File: config.mk
export PLATFORM = sky130hd
export DESIGN_NAME = id_lookup_ctrl
export DESIGN_NICKNAME = d
export VERILOG_FILES = /design/src/rtl/id_lookup_ctrl.sv
export SDC_FILE = /design/constraint.sdc
export NUM_CORES = 1
export LEC_CHECK = 0
export ABC_AREA = 1
export CAP_MARGIN = 20
export CORE_ASPECT_RATIO = 0.5
export CORE_UTILIZATION = 50
export DETAILED_ROUTE_END_ITERATION = 10
export PLACE_DENSITY = 0.86
export REMOVE_ABC_BUFFERS = 1
export SYNTH_ARGS = -nofsm -noshare
export SYNTH_HDL_FRONTEND = slang
export SYNTH_SLANG_ARGS = --single-unit
File: constraint.sdc
create_clock -name clk -period 4.4 [get_ports clk]
set_input_delay 0.66 -clock clk [delete_from_list [all_inputs] [get_ports clk]]
set_output_delay 0.66 -clock clk [all_outputs]
set_load 0.02 [all_outputs]
File: src/rtl/id_lookup_ctrl.sv
`default_nettype none
// ============================================================================
// Module   : id_lookup_ctrl
// Purpose  : Sequential ID search over a registered ID-ROM. Each entry takes a
//            FETCH cycle (ROM latency) and a COMPARE cycle. The first matching
//            entry wins; entries holding all-ones are unused and never match.
// Options  : define ID_LOOKUP_LOCKOUT_EN to add the consecutive-miss lockout
//            (MAX_FAILS misses in a row -> locked for LOCK_CYCLES cycles).
// Revision : 1.0 - initial release
// ============================================================================
module id_lookup_ctrl #(
  parameter int NUM_ENTRIES = 16,
  parameter int ADDR_W      = 4,
  parameter int MAX_FAILS   = 3,
  parameter int LOCK_CYCLES = 1024
) (
  input  logic              clk,
  input  logic              rst_n,
  input  logic              start,
  input  logic [39:0]       teclado_data,
  output logic [ADDR_W-1:0] rom_addr,
  input  logic [39:0]       rom_data,
  output logic              busy,
  output logic              done,
  output logic              found,
  output logic [ADDR_W-1:0] match_index,
  output logic              locked
);

  localparam logic [39:0]       UNUSED_ID = 40'hFF_FFFF_FFFF;
  localparam logic [ADDR_W-1:0] LAST_ADDR = ADDR_W'(NUM_ENTRIES - 1);

  typedef enum logic [2:0] {
    S_IDLE    = 3'd0,
    S_FETCH   = 3'd1,
    S_COMPARE = 3'd2,
    S_DONE    = 3'd3,
    S_LOCKED  = 3'd4
  } state_t;

  state_t      state;
  logic [39:0] id_reg;
  logic        hit;

`ifdef ID_LOOKUP_LOCKOUT_EN
  localparam int FAIL_W = $clog2(MAX_FAILS + 1);
  localparam int LOCK_W = $clog2(LOCK_CYCLES + 1);

  logic [FAIL_W-1:0] fail_cnt;
  logic [LOCK_W-1:0] lock_cnt;
`else
  // Without the lockout option the controller can never be locked.
  assign locked = 1'b0;
`endif

  // Current ROM word matches the latched ID and is not an unused slot.
  assign hit = (rom_data == id_reg) && (rom_data != UNUSED_ID);

  // Lookup sequencer with all outputs registered.
  always_ff @(posedge clk or negedge rst_n) begin
    if (!rst_n) begin
      state       <= S_IDLE;
      id_reg      <= '0;
      rom_addr    <= '0;
      busy        <= 1'b0;
      done        <= 1'b0;
      found       <= 1'b0;
      match_index <= '0;
`ifdef ID_LOOKUP_LOCKOUT_EN
      locked      <= 1'b0;
      fail_cnt    <= '0;
      lock_cnt    <= '0;
`endif
    end else begin
      done <= 1'b0;
      case (state)
        S_IDLE: begin
          // IDLE is never entered while locked, so start is always honoured here.
          if (start) begin
            id_reg      <= teclado_data;
            rom_addr    <= '0;
            found       <= 1'b0;
            match_index <= '0;
            busy        <= 1'b1;
            state       <= S_FETCH;
          end
        end

        S_FETCH: begin
          state <= S_COMPARE;
        end

        S_COMPARE: begin
          if (hit) begin
            found       <= 1'b1;
            match_index <= rom_addr;
            done        <= 1'b1;
            state       <= S_DONE;
`ifdef ID_LOOKUP_LOCKOUT_EN
            fail_cnt    <= '0;
`endif
          end else if (rom_addr == LAST_ADDR) begin
            found <= 1'b0;
            done  <= 1'b1;
            state <= S_DONE;
`ifdef ID_LOOKUP_LOCKOUT_EN
            fail_cnt <= fail_cnt + 1'b1;
`endif
          end else begin
            rom_addr <= rom_addr + 1'b1;
            state    <= S_FETCH;
          end
        end

        S_DONE: begin
          busy <= 1'b0;
`ifdef ID_LOOKUP_LOCKOUT_EN
          // fail_cnt already reflects this lookup (updated on the COMPARE exit).
          if (fail_cnt >= FAIL_W'(MAX_FAILS)) begin
            locked   <= 1'b1;
            lock_cnt <= '0;
            state    <= S_LOCKED;
          end else begin
            state <= S_IDLE;
          end
`else
          state <= S_IDLE;
`endif
        end

        S_LOCKED: begin
`ifdef ID_LOOKUP_LOCKOUT_EN
          if (lock_cnt == LOCK_W'(LOCK_CYCLES - 1)) begin
            locked   <= 1'b0;
            fail_cnt <= '0;
            state    <= S_IDLE;
          end else begin
            lock_cnt <= lock_cnt + 1'b1;
          end
`else
          state <= S_IDLE;
`endif
        end

        default: begin
          state <= S_IDLE;
        end
      endcase
    end
  end

endmodule
`default_nettype wire
==> run metrics, run 1 <==
Core ar. 5520 um^2; Final setup violation count 0; CTS Hold Buffers Added 0; post-synthesis cell count 384; Pwr per Cell Area 498 nW/um^2; PostCTS Resize Cnt 0; FF-to-FF Start state[0]$_DFFE_PN0P_; EDFF count, synth 0; P&R area growth vs syn 39.1%; fmax 0.418 GHz; max_cap viols 0; total power 2.00 mW; Final ANT Viol Nets 0; slew of the pin with the lowest slew margin 0.957 ns; Root Buffer clkbuf_16; RSZ-0062 raised after global routing false; FF-to-FF path depth 4; Fin. Hold Viols 0; FF+latch count, synth 53; Synth top cells by count nand2_1 (108), nor2_1 (64), inv_1 (54), dfrtp_1 (53), a21oi_1 (26); status finished, final reports clean; worst-skew pair later-pin latency 0.29 ns; HPWL after DPL 5430 um; Distinct cells, synth 22; Final Cell Area 4010 um^2; Fin Hold WS 0.321 ns; total gr overflow 0; DP Area 3870 um^2; critical-path cell list clkdlybuf4s50_1, nand2_2, buf_4, mux2_2; Routability Congestion 0.822; r2r endpoint id_reg[27]$_DFFE_PN0P_; drt drc 0; Initial Util 52.3%; via count 2,744; postcts setup bufs 0; worst path arrival time 2.56 ns; DRT Pass-1 Iters 4; Top-Level Pins 95; Slowest Stage Delay on Critical Path 0.70 ns; largest net degree at the start of global routing 53; Setup CP Type input pin to flop; vias in the first global route 2,605; die width 109 um; top-area cell type share of the netlist area 46.0%; IO Port Bufs 93; clk_skew 0.00767 ns; Routed WL per cell 13.0 um; 1st-iter DRT viols 103; GRT Total Usage 25.1%; Hold Crit Class input pin to asynchronous set/reset pin; Async SR Flop Fraction 100%; most common cell in the synthesized netlist nand2_1; Layout fillers 433; cts bufs inserted 5; worst-path cell with the longest stage delay nand2_2; sequential element share of the synthesized area 46.0%; # H-tree levels 2; crit end category flop; Util after Layout 72.7%; Setup TNS 0 ns; Nets 561; CTS clk-pin slew, worst paths 0.07 ns; final period utilization 54.3%; VDD IR-drop max 0.350 mV; critical-path maximum fanout 52; startpoint types input pin; Pleak 2.00 nW; Routed Wire Length 7170 um; Avg Vias per Cell 4.98; clock sinks 53; syn avg cell area 7.51 um^2; Slew Limit Headroom 36.0%; die height 55.7 um; R2R Setup Slk 2.29 ns; global-route wire length before repair 11,600 um; Mapped Area 2880 um^2; Antenna Diode Count 0; max reg flops 40; top cells by area, synth dfrtp_1 (46%), nand2_1 (14%), nor2_1 (8.3%); fin crit period 2.39 ns; row cnt 19; die footprint 6090 um^2; initial antenna violation count 0; Max Buffers Root-to-Sink 2; Ys Warns 0; Worst EP required 4.57 ns; Synth Flop Type dfrtp_1; layout cells sized above 1 7.32%; cell taking the most area after synthesis dfrtp_1; CTS tree done; Final Slew Violations 0
==> cells in the final DEF, fill, tap and decap left out <==
cell type | Yosys | layout
clkdlybuf4s50_1 | 0 | 92
clkinvlp_4 | 0 | 2
conb_1 | 1 | 1
nand4_1 | 14 | 14
dfrtp_1 | 53 | 53
nand2_2 | 1 | 2
or2_2 | 4 | 4
clkbuf_1 | 3 | 1
nor2_2 | 1 | 1
nand3_1 | 16 | 16
inv_2 | 1 | 1
o21ai_0 | 3 | 3
nand2_1 | 108 | 107
xnor2_1 | 8 | 8
a21oi_1 | 26 | 26
buf_2 | 4 | 1
xor2_1 | 3 | 3
clkbuf_16 | 0 | 5
inv_1 | 54 | 54
buf_4 | 1 | 2
nor2_4 | 1 | 1
ha_1 | 1 | 1
nor2_1 | 64 | 64
mux2_2 | 16 | 16
==> cell type report <==
class                      instances  area (um^2)  share of cell area, %
clock buffer                       6          129                   3.21
timing repair buffer              95          941                   23.5
sequential                        53         1330                   33.1
clock inverter                     2         15.0                  0.374
multi-input combinational        267         1300                   32.5
tap                               73         91.3                   2.28
inverter                          55          206                   5.15
==> power by group <==
group | switching, mW | internal, mW
Combinational | 0.420 | 0.367
Clock | 0.173 | 0.211
Sequential | 0.131 | 0.695
==> how the worst max path moves through the flow <==
stage,startpoint,endpoint,slack (ns),depth (start not counted)
after detailed placement,start,id_reg[7]$_DFFE_PN0P_,1.72,4
after floorplan,start,match_index[0]$_DFFE_PN0P_,1.98,4
final,start,id_reg[27]$_DFFE_PN0P_,2.01,4
after CTS,start,id_reg[27]$_DFFE_PN0P_,2.01,4
after global placement,start,id_reg[27]$_DFFE_PN0P_,1.74,4
after global routing,start,id_reg[27]$_DFFE_PN0P_,1.89,4
==> through the flow <==
stage	setup slack, ns	std cells
finish	2.01	551
global route	1.89	551
CTS	2.01	551
detailed placement	1.72	543
global placement	1.74	543
floorplan	1.98	375
==> kinds of logic (layout without fill, tap and decap cells) <==
group / after synthesis / in the layout / share of synthesized area (%)
fa+ha+maj: 1 / 1 / 0.434
mux: 16 / 16 / 6.25
simple gates: 209 / 209 / 29.9
buf+inv: 64 / 158 / 8.90
xor+xnor: 11 / 11 / 3.34
flops: 53 / 53 / 46.0
other cells: 1 / 1 / 0.130
compound gates: 29 / 29 / 5.03
==> routing by layer <==
layer | vias to the layer above | GRT usage, % | part of all wire (%) | routed length, um
met1 | 1290 | 32.0 | 44 | 3150
met5 | - | 0 | 0 | 0
met2 | 64 | 44.4 | 50 | 3570
met4 | 0 | 7.24 | 2.0 | 141
met3 | 20 | 3.98 | 4.3 | 306
li1 | 1370 | - | - | -
==> worst max-delay path: cells and delay by family <==
kind                   cells  cell delay (ns)
AND/OR/NAND/NOR            1             0.70
multiplexers               1             0.36
buffers and inverters      2             0.81
Power figures use the tool's default switching activity.
==> run 2, diff against run 1 <==
- CORE_UTILIZATION: 50 -> 46
- PLACE_DENSITY: 0.86 -> 0.8
- clock period: 4.4 -> 2.5 ns (I/O delays scaled with it)
==> run 2 against run 1 <==
Against the previous run: utilization shrank 2.4 points; clock power increased by 79%; largest cell class unchanged; final cell count grew 2.2%; global-route usage down 1.8 points; combinational power is 79% higher; critical endpoint is now rom_addr[1]$_DFFE_PN0P_; highest routed layer unchanged; sequential power is 77% higher; setup slack got worse by 1.4 ns; flip-flop and latch count unchanged.
==> run metrics, run 2 (same netlist as run 1, synthesis figures left out) <==
startpoint types input pin (unchanged); total gr overflow 0 (unchanged); DRT Pass-1 Iters 4 (unchanged); Nets 562 (was 561); post-place setup slack 0.339 ns (was 1.72 ns); largest net degree at the start of global routing 66 (was 53); critical-path maximum fanout 13 (was 52); GRT Max-Usage Layer met2 (unchanged); r2r endpoint rom_addr[1]$_DFFE_PN0P_ (was id_reg[27]$_DFFE_PN0P_); # H-tree levels 2 (unchanged); Setup WS post-layout 0.571 ns (was 2.01 ns); 1st-iter DRT viols 129 (was 103); crit end category flop (unchanged); die width 114 um (was 109 um); global-route wire length before repair 11,800 um (was 11,600 um); cts bufs inserted 5 (unchanged); VDD IR-drop max 0.496 mV (was 0.350 mV); die height 58.0 um (was 55.7 um); met2 Usage GRT 39.9% (was 44.4%); FF-to-FF path depth 11 (was 4); P&R area growth vs syn 40.5% (was 39.1%); postcts setup bufs 0 (unchanged); row cnt 19 (unchanged); Initial Util 50.1% (was 52.3%); commonest non-fill, non-tap cell in the layout nand2_1 (unchanged); vias in the first global route 2,552 (was 2,605); drt drc 0 (unchanged); die footprint 6610 um^2 (was 6090 um^2); Antenna Diode Count 0 (unchanged); IO Port Bufs 93 (unchanged); CTS clk-pin slew, worst paths 0.07 ns (about the same); Pwr per Cell Area 878 nW/um^2 (was 498 nW/um^2); via count 2,649 (was 2,744); Avg Vias per Cell 4.71 (was 4.98); layout cells sized above 1 7.72% (was 7.32%); Setup CP Type input pin to flop (unchanged); Worst EP required 2.73 ns (was 4.57 ns); worst path arrival time 2.16 ns (was 2.56 ns); commonest non-fill, non-tap cells in the layout nand2_1 (107), clkdlybuf4s50_1 (92), nor2_1 (64), inv_1 (54), dfrtp_1 (53) (unchanged); met1 usage 32.2% (was 32.0%); GRT Total Usage 23.4% (was 25.1%); Core ar. 5750 um^2 (was 5520 um^2); R2R Setup Slk 0.65 ns (was 2.29 ns); met3 Resource Use GR 4.18% (was 3.98%); initial antenna violation count 0 (unchanged); fmax 0.518 GHz; clock sinks 53 (unchanged); Routed WL per cell 12.8 um (was 13.0 um); Max Buffers Root-to-Sink 2 (unchanged); max_cap viols 0 (unchanged); PostCTS Resize Cnt 0 (unchanged); Hold Crit Class input pin to asynchronous set/reset pin (unchanged); HPWL after DPL 5540 um (was 5430 um); Top-Level Pins 95 (unchanged); Final setup violation count 0 (unchanged); Routability Congestion 0.778 (was 0.822); final period utilization 77.2%; Pleak 2.02 nW (was 2.00 nW); clk_skew 0.00542 ns (was 0.00767 ns); CTS tree done (unchanged); Setup TNS 0 ns (unchanged); RSZ-0062 raised after global routing false (unchanged); FF-to-FF Start state[0]$_DFFE_PN0P_ (unchanged); Final Slew Violations 0 (unchanged); Final ANT Viol Nets 0 (unchanged); CTS Hold Buffers Added 0 (unchanged); worst-skew pair later-pin latency 0.29 ns (about the same); Root Buffer clkbuf_16 (unchanged); max reg flops 40 (unchanged); Routed Wire Length 7220 um (was 7170 um); status finished, final reports clean (unchanged); Fin. Hold Viols 0 (unchanged); fin crit period 1.93 ns
## run 2: cell types whose count changed in the layout (fill, tap and decap cells not counted)
cell / delta
clkinv_4: +2
clkinvlp_4: -2
buf_12: +1
clkbuf_1: -1
clkinv_2: +1
## run 2: stage by stage
stage	cells	hold WS [ns]	instance area (um^2)	total power, mW	util (%)
final	563	0.0421	4050	3.56	70.4
after global routing	563	0.0750	4050	3.84	70.4
after CTS	563	0.0560	4050	3.56	70.4
after floorplan	375	0.0794	2830	2.37	-
after global placement	555	0.368	3900	2.81	67.8
after detailed placement	555	0.368	3900	2.87	67.8
## run 2: layer usage
| metal | routed length (um) | up-vias | share of wire, % |
|---|---|---|---|
| met1 | 3410 | 1217 | 47 |
| met4 | 52 | 0 | 0.72 |
| met3 | 291 | 4 | 4.0 |
| li1 | - | 1378 | - |
| met5 | 0 | - | 0 |
| met2 | 3460 | 50 | 48 |
## run 2: how the worst max path moves through the flow
stage | slack [ns] | depth (start not counted) | to | from
floorplan | 0.26 | 5 | match_index[0]$_DFFE_PN0P_ | state[0]$_DFFE_PN0P_
global placement | 0.34 | 13 | match_index[1]$_DFFE_PN0P_ | rom_data[32]
detailed placement | 0.34 | 13 | rom_addr[1]$_DFFE_PN0P_ | rom_data[32]
CTS | 0.60 | 13 | rom_addr[1]$_DFFE_PN0P_ | rom_data[13]
global route | 0.42 | 13 | rom_addr[3]$_DFFE_PN0P_ | rom_data[18]
finish | 0.57 | 13 | rom_addr[1]$_DFFE_PN0P_ | rom_data[18]
## run 2: power by group
part           internal [mW]  switching [mW]  total (mW)  leakage, nW
registers               1.22           0.234        1.46        0.621
clock network          0.373           0.313       0.687       0.0738
logic                  0.657           0.755        1.41         1.33
## run 2: layout make-up
class | instances | area [um^2]
Timing Repair Buffer | 96 | 961
Multi-Input combinational cell | 267 | 1300
Clock buffer | 5 | 125
Fill cell | 487 | 1700
Clock inverter | 3 | 22.5
Tap cell | 84 | 105
Sequential cell | 53 | 1330
Inverter | 55 | 206
## run 2: critical path: stages
cell	delay [ns]
clkdlybuf4s50_1	0.52
inv_1	0.06
nand2_1	0.08
o21ai_0	0.14
nor2_1	0.11
nand2_1	0.05
nor2_1	0.09
nand2_1	0.09
nor2_2	0.11
nand2_2	0.18
nand3_1	0.20
nand2_1	0.07
nand2_1	0.07
==> run 3, diff against run 2 <==
- clock period: 2.5 -> 1.8 ns (I/O delays scaled with it)
==> run 3 against run 2 <==
Against the previous run: clock skew about the same; first-iteration DRC count increased by 11%; highest routed layer unchanged; clock-buffer cell count unchanged; utilization increased by 1.6 points; largest power group is now combinational cells; global-route usage decreased by 0.80 points; die area unchanged; setup slack got worse by 0.43 ns; critical path depth decreased by 12.
==> run metrics, run 3 (same netlist as run 1, synthesis figures left out) <==
Avg Vias per Cell 4.74 (was 4.71); Routed Wire Length 7060 um (was 7220 um); worst-skew pair later-pin latency 0.29 ns (about the same); Setup CP Type flop to output port (was input pin to flop); Fin Hold WS 0.498 ns (was 0.0421 ns); placed insts 562 (was 555); 1st-iter DRT viols 143 (was 129); Core ar. 5750 um^2 (unchanged); Fin. Hold Viols 0 (unchanged); Pleak 2.08 nW (was 2.02 nW); HPWL after DPL 5480 um (was 5540 um); die footprint 6610 um^2 (unchanged); Root Buffer clkbuf_16 (unchanged); Final Cell Area 4140 um^2 (was 4050 um^2); Nets 570 (was 562); vias in the first global route 2,454 (was 2,552); Slowest Stage Delay on Critical Path 0.65 ns (was 0.52 ns); die width 114 um (unchanged); worst-path cell with the longest stage delay clkdlybuf4s50_1 (unchanged); CTS clk-pin slew, worst paths 0.07 ns (about the same); IO Port Bufs 93 (unchanged); postcts setup bufs 0 (unchanged); Routed WL per cell 12.4 um (was 12.8 um); Worst Hold Depth 2; fmax 0.602 GHz; CP Buf/Inv Count 1 (was 2); FF-to-FF Start state[0]$_DFFE_PN0P_ (unchanged); P&R area growth vs syn 43.6% (was 40.5%); commonest non-fill, non-tap cell in the layout nand2_1 (unchanged); DRT Pass-1 Iters 4 (unchanged); Pwr per Cell Area 1210 nW/um^2 (was 878 nW/um^2); clk_skew 0.00578 ns (was 0.00542 ns); GRT Max-Usage Layer met2 (unchanged); critical-path cell list clkdlybuf4s50_1 (was clkdlybuf4s50_1, inv_1, nand2_1, o21ai_0, nor2_1, nand2_1, nor2_1, nand2_1, nor2_2, nand2_2, nand3_1, nand2_1, nand2_1); max reg flops 40 (unchanged); initial antenna violation count 0 (unchanged); met2 Usage GRT 36.4% (was 39.9%); via count 2,705 (was 2,649); worst path arrival time 1.39 ns (was 2.16 ns); critical-path maximum fanout 7 (was 13); FF-to-FF path depth 11 (unchanged); Antenna Diode Count 0 (unchanged); largest net degree at the start of global routing 54 (was 66); crit path from rom_addr[2]$_DFFE_PN0P_ (was rom_data[18]); CTS tree done (unchanged); crit end category output port (was flop); cts bufs inserted 5 (unchanged); met3 Resource Use GR 4.29% (was 4.18%); Hold Crit Class flop to flop (was input pin to asynchronous set/reset pin); Worst Hold Launch busy$_DFFE_PN0P_; VDD IR-drop max 0.759 mV (was 0.496 mV); max_cap viols 0 (unchanged); DP Area 3970 um^2 (was 3900 um^2); Final setup violation count 0 (unchanged); # H-tree levels 2 (unchanged); Top-Level Pins 95 (unchanged); layout cells sized above 1 9.65% (was 7.72%); Routability Congestion 0.812 (was 0.778); met1 usage 32.1% (was 32.2%); Final Slew Violations 0 (unchanged); final period utilization 92.4%; status finished, final reports clean (unchanged); RSZ-0062 raised after global routing false (unchanged); Max Buffers Root-to-Sink 2 (unchanged); startpoint types flop (was input pin); die height 58.0 um (unchanged); Initial Util 50.1% (unchanged); global-route wire length before repair 11,300 um (was 11,800 um); drt drc 0 (unchanged); critical path depth in cells 1 (was 13); non-filler cells, final 571 (was 563); Final ANT Viol Nets 0 (unchanged); Worst EP required 1.53 ns (was 2.73 ns); row cnt 19 (unchanged); Top delay family on crit path buffers and inverters (was simple AND/OR/NAND/NOR gates); clock sinks 53 (unchanged); GRT Total Usage 22.6% (was 23.4%); total gr overflow 0 (unchanged); fin crit period 1.66 ns; commonest non-fill, non-tap cells in the layout nand2_1 (106), clkdlybuf4s50_1 (92), nor2_1 (63), inv_1 (54), dfrtp_1 (53) (was nand2_1 (107), clkdlybuf4s50_1 (92), nor2_1 (64), inv_1 (54), dfrtp_1 (53))
[run 3: tightest hold or removal path: cells and delay by family (launching register included)]
family,cells,cell delay [ns]
flops,1,0.36
simple gates,2,0.11
[run 3: cell type report]
class	count	area, um^2
Clock inverter	3	22.5
Fill cell	472	1610
Inverter	55	206
Timing Repair Buffer	104	1040
Clock buffer	5	125
Tap cell	84	105
Sequential cell	53	1330
Multi-Input combinational cell	267	1320
[run 3: what timing repair did]
item | 4_1_cts | 5_1_grt
setup endpoints to repair | 0 | 9
gates resized for setup | 0 | 4
endpoints found under the hold margin | 53 | 0
hold buffers | 1 | 0
[run 3: final timing paths]
path | to | slack [ns]
max | rom_addr[2] | 0.14
min | busy$_DFFE_PN0P_ | 0.50
max reg2reg | rom_addr[0]$_DFFE_PN0P_ | 0.21
min reg2reg | busy$_DFFE_PN0P_ | 0.50
max in group asynchronous | id_reg[13]$_DFFE_PN0P_ | 1.03
min in group asynchronous | busy$_DFFE_PN0P_ | 0.52
[run 3: layer usage]
metal	up-vias	share of wire, %
li1	1398	-
met1	1244	47
met2	59	47
met3	4	5.0
met4	0	0.64
met5	-	0
[run 3: power by group]
part / leakage [nW] / total, mW / internal, mW / switching, mW
clock: 0.0738 / 0.943 / 0.518 / 0.425
combinational: 1.38 / 2.04 / 0.992 / 1.05
sequential: 0.621 / 2.01 / 1.70 / 0.316
total: 2.08 / 5.00 / 3.21 / 1.79
[run 3: per-stage QoR]
| step | util [%] | setup TNS, ns | setup slack (ns) | power (mW) |
|---|---|---|---|---|
| 3_5_place_dp | 68.9 | -2.37 | -0.248 | 4.06 |
| 4_1_cts | 71.7 | 0 | 0.0531 | 5.02 |
| 3_3_place_gp | 68.9 | -2.18 | -0.213 | 3.99 |
| 5_1_grt | 71.9 | 0 | 0.00805 | 5.41 |
| 6_report | 71.9 | 0 | 0.138 | 5.00 |
| 2_1_floorplan | - | -14.07 | -0.442 | 3.29 |
